==> src/rtl/clk_buffer_if.sv <==
`timescale 1ns/1ps
// Branch-clock control/status bundle: enable and divide ratio in; branch clock, on flag and edge count out.
// Latency: wiring only, no storage.
// Backpressure: none; the driver side owns en/div, the buffer side owns bclk/bclk_on/edge_cnt.
interface clk_buffer_if #(
    parameter int DIV_W = 8,
    parameter int CNT_W = 16
) ();
    logic             en;
    logic [DIV_W-1:0] div;
    logic             bclk;
    logic             bclk_on;
    logic [CNT_W-1:0] edge_cnt;

    modport master (output en, output div, input bclk, input bclk_on, input edge_cnt);
    modport slave  (input en, input div, output bclk, output bclk_on, output edge_cnt);
endinterface

==> src/rtl/clk_buffer.sv <==
`timescale 1ns/1ps
// Glitch-free gated and integer-divided branch clock buffer with a bclk rising-edge counter.
// Latency: pass-through is combinational (zero delay); divide mode is a register on the mclk rise.
// Backpressure: none; en takes effect at the next mclk rise, div only at a divided-period boundary.
module clk_buffer #(
    parameter int   DIV_W  = 8,
    parameter int   CNT_W  = 16,
    parameter logic EN_RST = 1'b1
) (
    input  logic        mclk,
    input  logic        rst,
    clk_buffer_if.slave bus
);
    // ST_PASS: bclk follows mclk through the enable gate.
    // ST_HALT: divide mode selected but no period running, bclk held low.
    // ST_RUN : inside a divided period, bclk driven from dclk.
    typedef enum logic [1:0] {
        ST_PASS = 2'd0,
        ST_HALT = 2'd1,
        ST_RUN  = 2'd2
    } state_t;

    state_t           state;
    logic             en_q;
    logic             armed;
    logic             on_q;
    logic             gate;
    logic             dclk;
    logic [DIV_W-1:0] ph;
    logic [DIV_W-1:0] cur_n;
    logic [DIV_W-1:0] ph_inc;
    logic [DIV_W:0]   hi_len;
    logic [CNT_W-1:0] cnt;
    logic             at_boundary;
    logic             next_high;
    logic             want_div;

    // Capture the enable while mclk is low so the gate never changes during a high phase.
    // armed holds the gate shut until the first falling edge after reset release.
    always_ff @(negedge mclk or posedge rst) begin
        if (rst) begin
            en_q  <= EN_RST;
            armed <= 1'b0;
            on_q  <= 1'b0;
        end else begin
            en_q  <= bus.en;
            armed <= 1'b1;
            on_q  <= bus.en;
        end
    end

    assign gate = en_q & armed;

    // Period bookkeeping: high length is ceil(N/2), boundary is the last mclk period of a run.
    always_comb begin
        hi_len      = ({1'b0, cur_n} + (DIV_W + 1)'(1)) >> 1;
        ph_inc      = ph + DIV_W'(1);
        next_high   = ({1'b0, ph_inc} < hi_len);
        at_boundary = (state != ST_RUN) || (ph == (cur_n - DIV_W'(1)));
        want_div    = (bus.div > DIV_W'(1));
    end

    // Mode/period state machine; div and the pass/divide choice are only taken at a boundary,
    // where bclk is low, so neither a ratio change nor a mode switch can chop a pulse.
    always_ff @(posedge mclk or posedge rst) begin
        if (rst) begin
            state <= ST_PASS;
            dclk  <= 1'b0;
            ph    <= '0;
            cur_n <= '0;
            cnt   <= '0;
        end else if (at_boundary) begin
            ph <= '0;
            // bclk rises at every boundary where the gate is open, in either mode.
            if (gate) begin
                cnt <= cnt + CNT_W'(1);
            end
            if (!want_div) begin
                state <= ST_PASS;
                dclk  <= 1'b0;
            end else begin
                cur_n <= bus.div;
                state <= gate ? ST_RUN : ST_HALT;
                dclk  <= gate;
            end
        end else if (next_high) begin
            // Still inside the high phase: keep going even if the enable dropped.
            ph   <= ph_inc;
            dclk <= 1'b1;
        end else if (!gate) begin
            // Disabled and the high phase is over: abandon the period, stay low.
            state <= ST_HALT;
            dclk  <= 1'b0;
        end else begin
            ph   <= ph_inc;
            dclk <= 1'b0;
        end
    end

    assign bus.bclk     = (state == ST_PASS) ? (mclk & gate) : dclk;
    assign bus.bclk_on  = on_q;
    assign bus.edge_cnt = cnt;
endmodule

==> src/flat_wrapper.sv <==
// flat-port wrapper written by rule: the top's interface ports become plain ports
module clk_buffer_flat 
#(
    parameter int   DIV_W  = 8,
    parameter int   CNT_W  = 16,
    parameter logic EN_RST = 1'b1
)
  (mclk, rst, bus_en, bus_div, bus_bclk, bus_bclk_on, bus_edge_cnt);
  clk_buffer_if #(.DIV_W(DIV_W), .CNT_W(CNT_W)) bus_i ();
  input  logic mclk;
  input  logic rst;
  input wire logic [$bits(bus_i.en)-1:0] bus_en;
  input wire logic [$bits(bus_i.div)-1:0] bus_div;
  output wire logic [$bits(bus_i.bclk)-1:0] bus_bclk;
  output wire logic [$bits(bus_i.bclk_on)-1:0] bus_bclk_on;
  output wire logic [$bits(bus_i.edge_cnt)-1:0] bus_edge_cnt;
  assign bus_i.en = bus_en;
  assign bus_i.div = bus_div;
  assign bus_bclk = bus_i.bclk;
  assign bus_bclk_on = bus_i.bclk_on;
  assign bus_edge_cnt = bus_i.edge_cnt;
  clk_buffer #(.DIV_W(DIV_W), .CNT_W(CNT_W), .EN_RST(EN_RST)) u_core (.mclk(mclk), .rst(rst), .bus(bus_i));
endmodule
==> config.mk <==
export PLATFORM = sky130hd
export DESIGN_NAME = clk_buffer_flat
export DESIGN_NICKNAME = d
export VERILOG_FILES = /design/src/rtl/clk_buffer_if.sv /design/src/rtl/clk_buffer.sv /design/src/flat_wrapper.sv
export SDC_FILE = /design/constraint.sdc
export NUM_CORES = 1
export LEC_CHECK = 0
export ABC_AREA = 1
export CAP_MARGIN = 5
export CORE_MARGIN = 5
export CORE_UTILIZATION = 35
export CTS_CLUSTER_SIZE = 16
export DETAILED_ROUTE_END_ITERATION = 8
export GPL_TIMING_DRIVEN = 1
export PLACE_DENSITY_LB_ADDON = 0.05
export SLEW_MARGIN = 20
export SYNTH_ARGS = -nofsm -noshare
export SYNTH_HDL_FRONTEND = slang
export SYNTH_SLANG_ARGS = --single-unit
export TNS_END_PERCENT = 100
==> constraint.sdc <==
create_clock -name mclk -period 6.54 [get_ports mclk]
set_input_delay 0.981 -clock mclk [delete_from_list [all_inputs] [get_ports mclk]]
set_output_delay 0.981 -clock mclk [all_outputs]
set_load 0.01 [all_outputs]
==> metrics.txt, run 1 <==
status completed; Worst-Margin Slew 0.629 ns; initial antenna violation count 0; internal power 458 µW; cell count after synthesis 348; hold_buf cts 0; mapped cell area 0.00258 mm²; crit-path cells nand2_1, o41ai_1, clkdlybuf4s50_1; share of layout cells above drive strength 1 6.61%; RSZ-0062 raised after global routing no; total CTS buffers 5; Vias/cell 4.69; # IOs 29; post-synthesis cell type count 30; Power per Cell Area 214 mW/mm²; Post-CTS Resized 0; Initial Utilization 35.7%; M3 GR Usage 2.50%; first-pass GRT wire length 10900 µm; Top Family by Delay on Critical Path buffers and inverters; Comb power frac 20.5%; average size of a mapped cell 7.41 µm²; DP Wirelength 4580 µm; crit path kind reg2out; clock power share 36.6%; DP Area 0.00294 mm²; relative slew slack 58.1%; Total Neg Setup Slack 0 ns; Layout Nets 399; CTS root buf clkbuf_8; num rows 31; n_diodes 0; Psw 199 µW; Worst Hold Class reg2reg; pre-CTS setup slack 0.873 ns; drt first pass iters 4; crit end category primary output; DRC 0; CP Launch Type flip-flop; routability cong. 0.835; largest net degree at the start of global routing 32; final WL 6120 µm; maximum root-to-sink buffer count 2; Reg power frac 43.0%; port buffer count 28; DRT antenna net count 0; CP Max Fanout 4; Worst-path clk slew 0.07 ns; synth warn 0; P_leak 1.53 nW; GRT met1 Usage 20.5%; setup violators final 0; total grt overflow 0; slowest stage delay, CP 0.60 ns; Sw Share 30.3%; WP data arrival 5.12 ns; final worst setup slack 0.443 ns; die width 95.8 µm; Worst Path Buf+Inv 1; post-CTS setup repair buffer count 0; met2 Use GR 24.4%; H-tree depth 2; Syn Nets 370; most crowded layer after global routing met2; Via Count 2237; placed insts 468; CORE AREA 0.00721 mm²; Hold Vio Cnt, Final 0; die area 0.00918 mm²; sequential fraction of the synthesis area 36.9%; Worst Path Required 5.56 ns; Final Skew 0.0700 ns; vias in the first global route 2285; Max Cap Viol 0; Peak supply drop 0.104 mV; chip height 95.8 µm; post-route cell area 0.00307 mm²; register bit total from synthesis 38; DR iter-0 viols 98; slowest CP cell clkdlybuf4s50_1; worst-skew pair later-pin latency 0.36 ns; CTS tree done; Layout Area Growth over Synthesis 19.1%; final slew viol count 0; power consumption 657 µW; WL/cell 12.8 µm; Total GRT Usage 15.1%; final non-filler cell total 477
registers in the layout, summed over array words and instances (netlist names):
signal,cells
u_core.en_q,1
u_core.armed,1
u_core.bus.bclk_on,1
u_core.state,2
u_core.dclk,1
u_core.cur_n,8
u_core.bus.edge_cnt,16
u_core.ph,8
power by group through the flow:
stage | clock network (mW) | registers [mW] | logic, mW
5_1_grt | 0.258 | 0.287 | 0.155
3_3_place_gp | 0.00651 | 0.288 | 0.135
4_1_cts | 0.249 | 0.283 | 0.137
3_5_place_dp | 0.00651 | 0.287 | 0.137
2_1_floorplan | 0.00454 | 0.284 | 0.0880
6_report | 0.240 | 0.282 | 0.134
stage by stage:
step / hold slack (ns) / utilization [%]
2_1_floorplan: 0.467 / -
3_3_place_gp: 0.495 / 40.7
3_5_place_dp: 0.500 / 40.7
4_1_cts: 0.519 / 42.6
5_1_grt: 0.548 / 42.6
6_report: 0.512 / 42.6
placed cells by master (no fill, tap or decap), types with 3 or more instances in the layout:
cell	instances
nand4_1	20
inv_2	4
nor2_1	18
dfrtp_1	35
ha_1	11
nor2_2	3
clkdlybuf4s50_1	28
nand2_1	117
xor2_1	20
xnor2_1	10
a21oi_1	5
inv_1	29
nor3_1	6
clkbuf_8	5
nand3_1	42
buf_4	3
cell usage after synthesis:
library cell,number,area [µm²]
nand3b_1,1,7.51
nor4_1,2,12.5
dfrtn_1,2,50.1
nand4_1,20,125
o21a_1,1,7.51
nor2_2,3,18.8
xor2_1,20,175
dfstp_2,1,26.3
nor2_1,18,67.6
nor3_1,6,30.0
nand3_1,42,210
o41ai_1,1,8.76
nand2_2,2,12.5
inv_1,28,105
clkinv_1,2,7.51
dfrtp_1,35,876
buf_6,3,33.8
nand2_1,117,439
conb_1,1,3.75
buf_4,2,15.0
ha_1,11,138
inv_2,4,15.0
nand2_4,2,22.5
clkbuf_1,3,11.3
a21oi_1,5,25.0
o21ai_0,2,10.0
xnor2_1,10,87.6
buf_2,2,10.0
nand3_4,1,17.5
nand3_2,1,10.0
metal layers:
layer,vias up,wire length (µm)
met5,-,0
li1,1182,-
met4,0,97
met3,9,150
met2,26,2960
met1,1020,2910
worst paths after layout:
path                                             start                          end  slack, ns  cells past startpoint
max                              u_core.en_q$_DFF_NP1_                     bus_bclk       0.44                      3
min                        u_core.cur_n[1]$_DFFE_PP0P_  u_core.cur_n[1]$_DFFE_PP0P_       0.51                      2
max reg2reg                      u_core.en_q$_DFF_NP1_     u_core.ph[3]$_DFFE_PP0P_       1.62                      6
min reg2reg                u_core.cur_n[1]$_DFFE_PP0P_  u_core.cur_n[1]$_DFFE_PP0P_       0.51                      2
max in group asynchronous                          rst        u_core.en_q$_DFF_NP1_       2.13                      2
min in group asynchronous                          rst     u_core.ph[1]$_DFFE_PP0P_       0.91                      2
worst reg2reg max path, stage by stage, from the launching register on:
cell      delay (ns)
dfstp_2         0.35
nand2_1         0.12
clkinv_1        0.07
buf_4           0.21
a21oi_1         0.52
nand4_1         0.17
nand2_1         0.09
cell type report:
| type | count | area [µm²] |
|---|---|---|
| fillers | 786 | 4140 |
| well taps | 99 | 124 |
| repair buffers | 30 | 293 |
| clock buffers | 7 | 104 |
| clock inverters | 4 | 46.3 |
| multi-input cells | 266 | 1430 |
| flip-flops and latches | 38 | 952 |
| inverters | 33 | 124 |
cells by family (layout without fill, tap and decap cells):
family,count (synthesis),after routing,share of synthesized area [%]
AO/OA/AOI/OAI,9,9,1.99
XOR/XNOR,30,30,10.2
adder cells (fa/ha/maj),11,11,5.34
buffers and inverters,44,74,7.67
flip-flops,38,38,36.9
other,1,1,0.145
AND/OR/NAND/NOR,215,215,37.7
(Power assumes the default switching activity.)
==> run 2, diff against run 1 <==
--- a/config.mk
+++ b/config.mk
@@ -8,7 +8,8 @@
 export ABC_AREA = 1
 export CAP_MARGIN = 5
 export CORE_MARGIN = 5
-export CORE_UTILIZATION = 35
+export CORE_UTILIZATION = 40
+export CTS_BUF_LIST = sky130_fd_sc_hd__clkbuf_4 sky130_fd_sc_hd__clkbuf_8
 export CTS_CLUSTER_SIZE = 16
 export DETAILED_ROUTE_END_ITERATION = 8
 export GPL_TIMING_DRIVEN = 1
==> run 2 against run 1 <==
Sequential share of layout area rose by 0.62 points. Clock power down 10%. Non-clock buffer count decreased by 2. Register-to-register slack got worse by 0.48 ns. Sequential power hardly changed. Routed wire length fell by 2.9%. Power is 3.9% lower. First-iteration DRC count shrank 21%. Setup slack improved by 0.047 ns. Sequential cell count is the same.
==> metrics.txt, run 2 (synthesis gave the netlist of run 1 again) <==
Final Skew 0.0534 ns (-0.0165 ns); Worst-Margin Slew 0.794 ns (+0.165 ns); Max Cap Viol 0 (unchanged); CP Max Fanout 4 (unchanged); CTS root buf clkbuf_8; vias in the first global route 2292 (+0.31%); WP data arrival 5.07 ns (-0.05 ns); initial antenna violation count 0 (unchanged); max FFs per register 16 (unchanged); worst-skew pair later-pin latency 0.35 ns (about the same); Post-CTS Resized 0 (unchanged); slowest stage delay, CP 0.60 ns (about the same); power consumption 631 µW (-3.9%); final WL 5950 µm (-2.9%); Worst-path clk slew 0.08 ns (about the same); total CTS buffers 5 (unchanged); first-pass GRT wire length 10600 µm (-3.0%); n_diodes 0 (unchanged); Worst Path Buf+Inv 1 (unchanged); Total Neg Setup Slack 0 ns (unchanged); Peak supply drop 0.151 mV (+45%); DRT antenna net count 0 (unchanged); Power per Cell Area 210 mW/mm² (-1.9%); RSZ-0062 raised after global routing no; Via Count 2259 (+0.98%); Layout Area Growth over Synthesis 16.8%; drt first pass iters 4 (unchanged); crit end category primary output; most common cell after layout, fill and taps aside nand2_1; Layout Nets 397 (-0.50%); final-layout fill cell count 668 (-15%); Total GRT Usage 15.5% (+0.34 points); CP Launch Type flip-flop; # IOs 29 (unchanged); DRC 0 (unchanged); routability cong. 0.829 (-0.72%); crit path kind reg2out; port buffer count 28 (unchanged); status completed; P_leak 1.51 nW (-1.2%); H-tree depth 2 (unchanged); crit-path cells nand2_1, o41ai_1, clkdlybuf4s50_1; num rows 29 (-6.5%); chip height 90.3 µm (-5.8%); setup violators final 0 (unchanged); most frequent cells in the layout nand2_1 (117), nand3_1 (42), dfrtp_1 (35); die width 90.3 µm (-5.8%); CTS tree done; Vias/cell 4.99 (+6.3%); DR iter-0 viols 77 (-21%); relative slew slack 47.0% (-11 points); share of layout cells above drive strength 1 6.38% (-0.23 points); final slew viol count 0 (unchanged); largest net degree at the start of global routing 29 (-9.4%); post-CTS setup repair buffer count 0 (unchanged); maximum root-to-sink buffer count 2 (unchanged); DP Wirelength 4370 µm (-4.6%); die area 0.00815 mm² (-11%); Worst Path Required 5.56 ns (about the same); slowest CP cell clkdlybuf4s50_1; hold_buf cts 0 (unchanged); Top Family by Delay on Critical Path buffers and inverters; Hold Vio Cnt, Final 0 (unchanged); WL/cell 13.1 µm (+2.3%); Worst Hold Class reg2reg; CORE AREA 0.00631 mm² (-12%); total grt overflow 0 (unchanged); Initial Utilization 40.8% (+5.1 points)
[run 2: cell count changes in the layout (fill, tap and decap cells not counted), sizes merged]
cell and change:
buf -2, clkbuf -1, clkinv +1
[run 2: metal layers]
metal	global-route usage [%]	vias up	wire length, µm
met2	25.4	36	2780
met5	0	-	0
met4	5.21	0	81
li1	-	1178	-
met1	20.4	1039	2950
met3	2.92	6	136
[run 2: cell type report]
| type | instances | area [µm²] | area share, % |
|---|---|---|---|
| clock buffer | 6 | 78.8 | 2.62 |
| clock inverter | 5 | 51.3 | 1.70 |
| inverter | 33 | 124 | 4.11 |
| multi-input combinational | 266 | 1430 | 47.5 |
| sequential | 38 | 952 | 31.6 |
| tap | 77 | 96.3 | 3.20 |
| timing repair buffer | 28 | 278 | 9.22 |
[run 2: path summary, 6_finish.rpt]
kind	depth (start not counted)	slack, ns	end	from
max in group asynchronous	2	2.02	u_core.en_q$_DFF_NP1_	rst
setup reg to reg	5	1.14	u_core.ph[5]$_DFFE_PP0P_	u_core.en_q$_DFF_NP1_
hold / removal	2	0.52	u_core.bus.edge_cnt[13]$_DFFE_PP0P_	u_core.bus.edge_cnt[13]$_DFFE_PP0P_
hold reg to reg	2	0.52	u_core.bus.edge_cnt[13]$_DFFE_PP0P_	u_core.bus.edge_cnt[13]$_DFFE_PP0P_
setup / recovery	3	0.49	bus_bclk	u_core.en_q$_DFF_NP1_
min in group asynchronous	2	0.97	u_core.state[0]$_DFFE_PP0P_	rst
[run 2: worst register-to-register path, cell delays in order (launching register included)]
cell	delay, ns
dfstp_2	0.35
nand2_1	0.11
clkinv_1	0.52
a21oi_1	0.77
nand4_1	0.17
nand2_1	0.09
[run 2: per-stage QoR]
stage	setup WS [ns]	hold slack, ns	utilization [%]	instance area (µm²)	std cells
final	0.490	0.525	47.7	3010	453
after CTS	0.448	0.525	47.7	3010	453
after floorplan	1.27	0.467	-	2580	348
after global routing	0.384	0.569	47.7	3010	453
after global placement	0.904	0.508	45.8	2890	444
after detailed placement	0.896	0.505	45.8	2890	444
[run 2: power by group]
group	total, mW	internal [mW]	switching (mW)
combinational	0.135	0.0608	0.0741
sequential	0.281	0.255	0.0265
clock	0.215	0.117	0.0974
==> run 3, diff against run 2 <==
--- a/config.mk
+++ b/config.mk
@@ -7,8 +7,9 @@
 export LEC_CHECK = 0
 export ABC_AREA = 1
 export CAP_MARGIN = 5
+export CORE_ASPECT_RATIO = 1.5
 export CORE_MARGIN = 5
-export CORE_UTILIZATION = 40
+export CORE_UTILIZATION = 45
 export CTS_BUF_LIST = sky130_fd_sc_hd__clkbuf_4 sky130_fd_sc_hd__clkbuf_8
 export CTS_CLUSTER_SIZE = 16
 export DETAILED_ROUTE_END_ITERATION = 8
==> run 3 against run 2 <==
Die area shrank 9.5%. Register-to-register slack gained 0.07 ns. First-iteration DRC count grew 45%. Utilization grew 6.5 points. Clock skew grew 0.0076 ns. Sequential share of layout area grew 0.12 points. Sequential cell count is the same. Cell area shrank 0.37%. Largest power group unchanged.
==> metrics.txt, run 3 (synthesis gave the netlist of run 1 again) <==
crit-path cells nand2_1, o41ai_1, clkdlybuf4s50_1; final slew viol count 0 (unchanged); drt first pass iters 4 (unchanged); DRT antenna net count 0 (unchanged); final-layout fill cell count 576 (-14%); port buffer count 28 (unchanged); Worst Hold Class reg2reg; share of layout cells above drive strength 1 6.12% (-0.27 points); P_leak 1.51 nW (+0.13%); Worst-Margin Slew 0.704 ns (-0.0896 ns); num rows 33 (+14%); final WL 5890 µm (-0.92%); WP data arrival 5.08 ns (about the same); slowest stage delay, CP 0.60 ns (about the same); Initial Utilization 46.6% (+5.8 points); Power per Cell Area 208 mW/mm² (-0.54%); final worst setup slack 0.483 ns (-0.00601 ns); area occupied by registers 952 µm² (unchanged); max FFs per register 16 (unchanged); post-CTS setup repair buffer count 0 (unchanged); largest net degree at the start of global routing 29 (unchanged); chip height 103 µm (+14%); routability cong. 0.884 (+6.6%); DRC 0 (unchanged); placed insts 437 (-1.6%); post-route cell area 0.00300 mm² (-0.37%); first-pass GRT wire length 10400 µm (-1.6%); Via Count 2316 (+2.5%); Post-CTS Resized 0 (unchanged); area of the multi-input gates 0.00143 mm² (unchanged); most frequent cells in the layout nand2_1 (117), nand3_1 (42), dfrtp_1 (35); DR iter-0 viols 112 (+45%); Layout Nets 397 (unchanged); Final Skew 0.0611 ns (+0.00765 ns); DP Area 0.00288 mm² (-0.30%); WL/cell 13.2 µm (+0.63%); setup violators final 0 (unchanged); Total GRT Usage 17.5% (+2.0 points); CP Max Fanout 4 (unchanged); Worst-path clk slew 0.07 ns (about the same); crit end category primary output; die width 71.8 µm (-20%); Layout Area Growth over Synthesis 16.4%; Top Family by Delay on Critical Path buffers and inverters; CTS tree done; maximum root-to-sink buffer count 2 (unchanged); Peak supply drop 0.178 mV (+18%); status completed; CP Launch Type flip-flop; CTS root buf clkbuf_8; RSZ-0062 raised after global routing no; worst reg2reg setup slack 1.21 ns (+0.07 ns); vias in the first global route 2325 (+1.4%); hold_buf cts 0 (unchanged); die area 0.00738 mm² (-9.5%); worst-skew pair later-pin latency 0.35 ns (about the same); worst hold path startpoint u_core.bus.edge_cnt[13]$_DFFE_PP0P_; final non-filler cell total 446 (-1.5%); reg2reg start u_core.en_q$_DFF_NP1_; pre-CTS setup slack 0.889 ns (-0.00671 ns); CORE AREA 0.00553 mm² (-12%); Setup crit start u_core.en_q$_DFF_NP1_; initial antenna violation count 0 (unchanged); H-tree depth 2 (unchanged); # IOs 29 (unchanged); DP Wirelength 4470 µm (+2.4%); slowest CP cell clkdlybuf4s50_1; Total Neg Setup Slack 0 ns (unchanged); Hold Vio Cnt, Final 0 (unchanged); Worst Path Required 5.56 ns (about the same); crit path kind reg2out; n_diodes 0 (unchanged); Vias/cell 5.19 (+4.1%); Max Cap Viol 0 (unchanged); most common cell after layout, fill and taps aside nand2_1; Worst Path Buf+Inv 1 (unchanged); total CTS buffers 5 (unchanged); relative slew slack 53.0% (+6.0 points); total grt overflow 0 (unchanged)
-- run 3: path summary, 6_finish.rpt --
| path | end | cells past startpoint |
|---|---|---|
| max | bus_bclk | 3 |
| min | u_core.bus.edge_cnt[13]$_DFFE_PP0P_ | 2 |
| max reg2reg | u_core.ph[4]$_DFFE_PP0P_ | 5 |
| min reg2reg | u_core.bus.edge_cnt[13]$_DFFE_PP0P_ | 2 |
| max in group asynchronous | u_core.en_q$_DFF_NP1_ | 2 |
| min in group asynchronous | u_core.ph[4]$_DFFE_PP0P_ | 2 |
-- run 3: layout make-up --
type,count,area share (%)
clock buffer,7,2.88
sequential,38,31.7
multi-input combinational,266,47.7
tap,70,2.92
clock inverter,4,1.38
timing repair buffer,28,9.26
inverter,33,4.13
-- run 3: stage by stage --
| stage | hold slack [ns] | utilization (%) | total power [mW] |
|---|---|---|---|
| 2_1_floorplan | 0.467 | - | 0.377 |
| 3_3_place_gp | 0.482 | 52.1 | 0.428 |
| 3_5_place_dp | 0.484 | 52.1 | 0.430 |
| 4_1_cts | 0.503 | 54.2 | 0.634 |
| 5_1_grt | 0.549 | 54.2 | 0.668 |
| 6_report | 0.499 | 54.2 | 0.625 |
-- run 3: per-layer routing --
| metal | part of all wire [%] | up-vias | track usage [%] | routed length [µm] |
|---|---|---|---|---|
| li1 | - | 1177 | - | - |
| met1 | 43 | 1093 | 20.8 | 2510 |
| met2 | 52 | 30 | 30.6 | 3070 |
| met3 | 1.9 | 16 | 2.73 | 109 |
| met4 | 3.4 | 0 | 8.54 | 201 |
| met5 | 0 | - | 0 | 0 |
-- run 3: worst reg2reg max path: stages, from the launching register on --
cell,delay [ns]
dfstp_2,0.35
nand2_1,0.11
clkinv_1,0.50
a21oi_1,0.72
nand4_1,0.17
nand2_1,0.10
-- run 3: where the power goes --
part           total, mW  switching [mW]  internal, mW
clock network      0.208          0.0873         0.121
registers          0.283          0.0279         0.255
logic              0.135          0.0735        0.0610
total              0.625           0.189         0.437
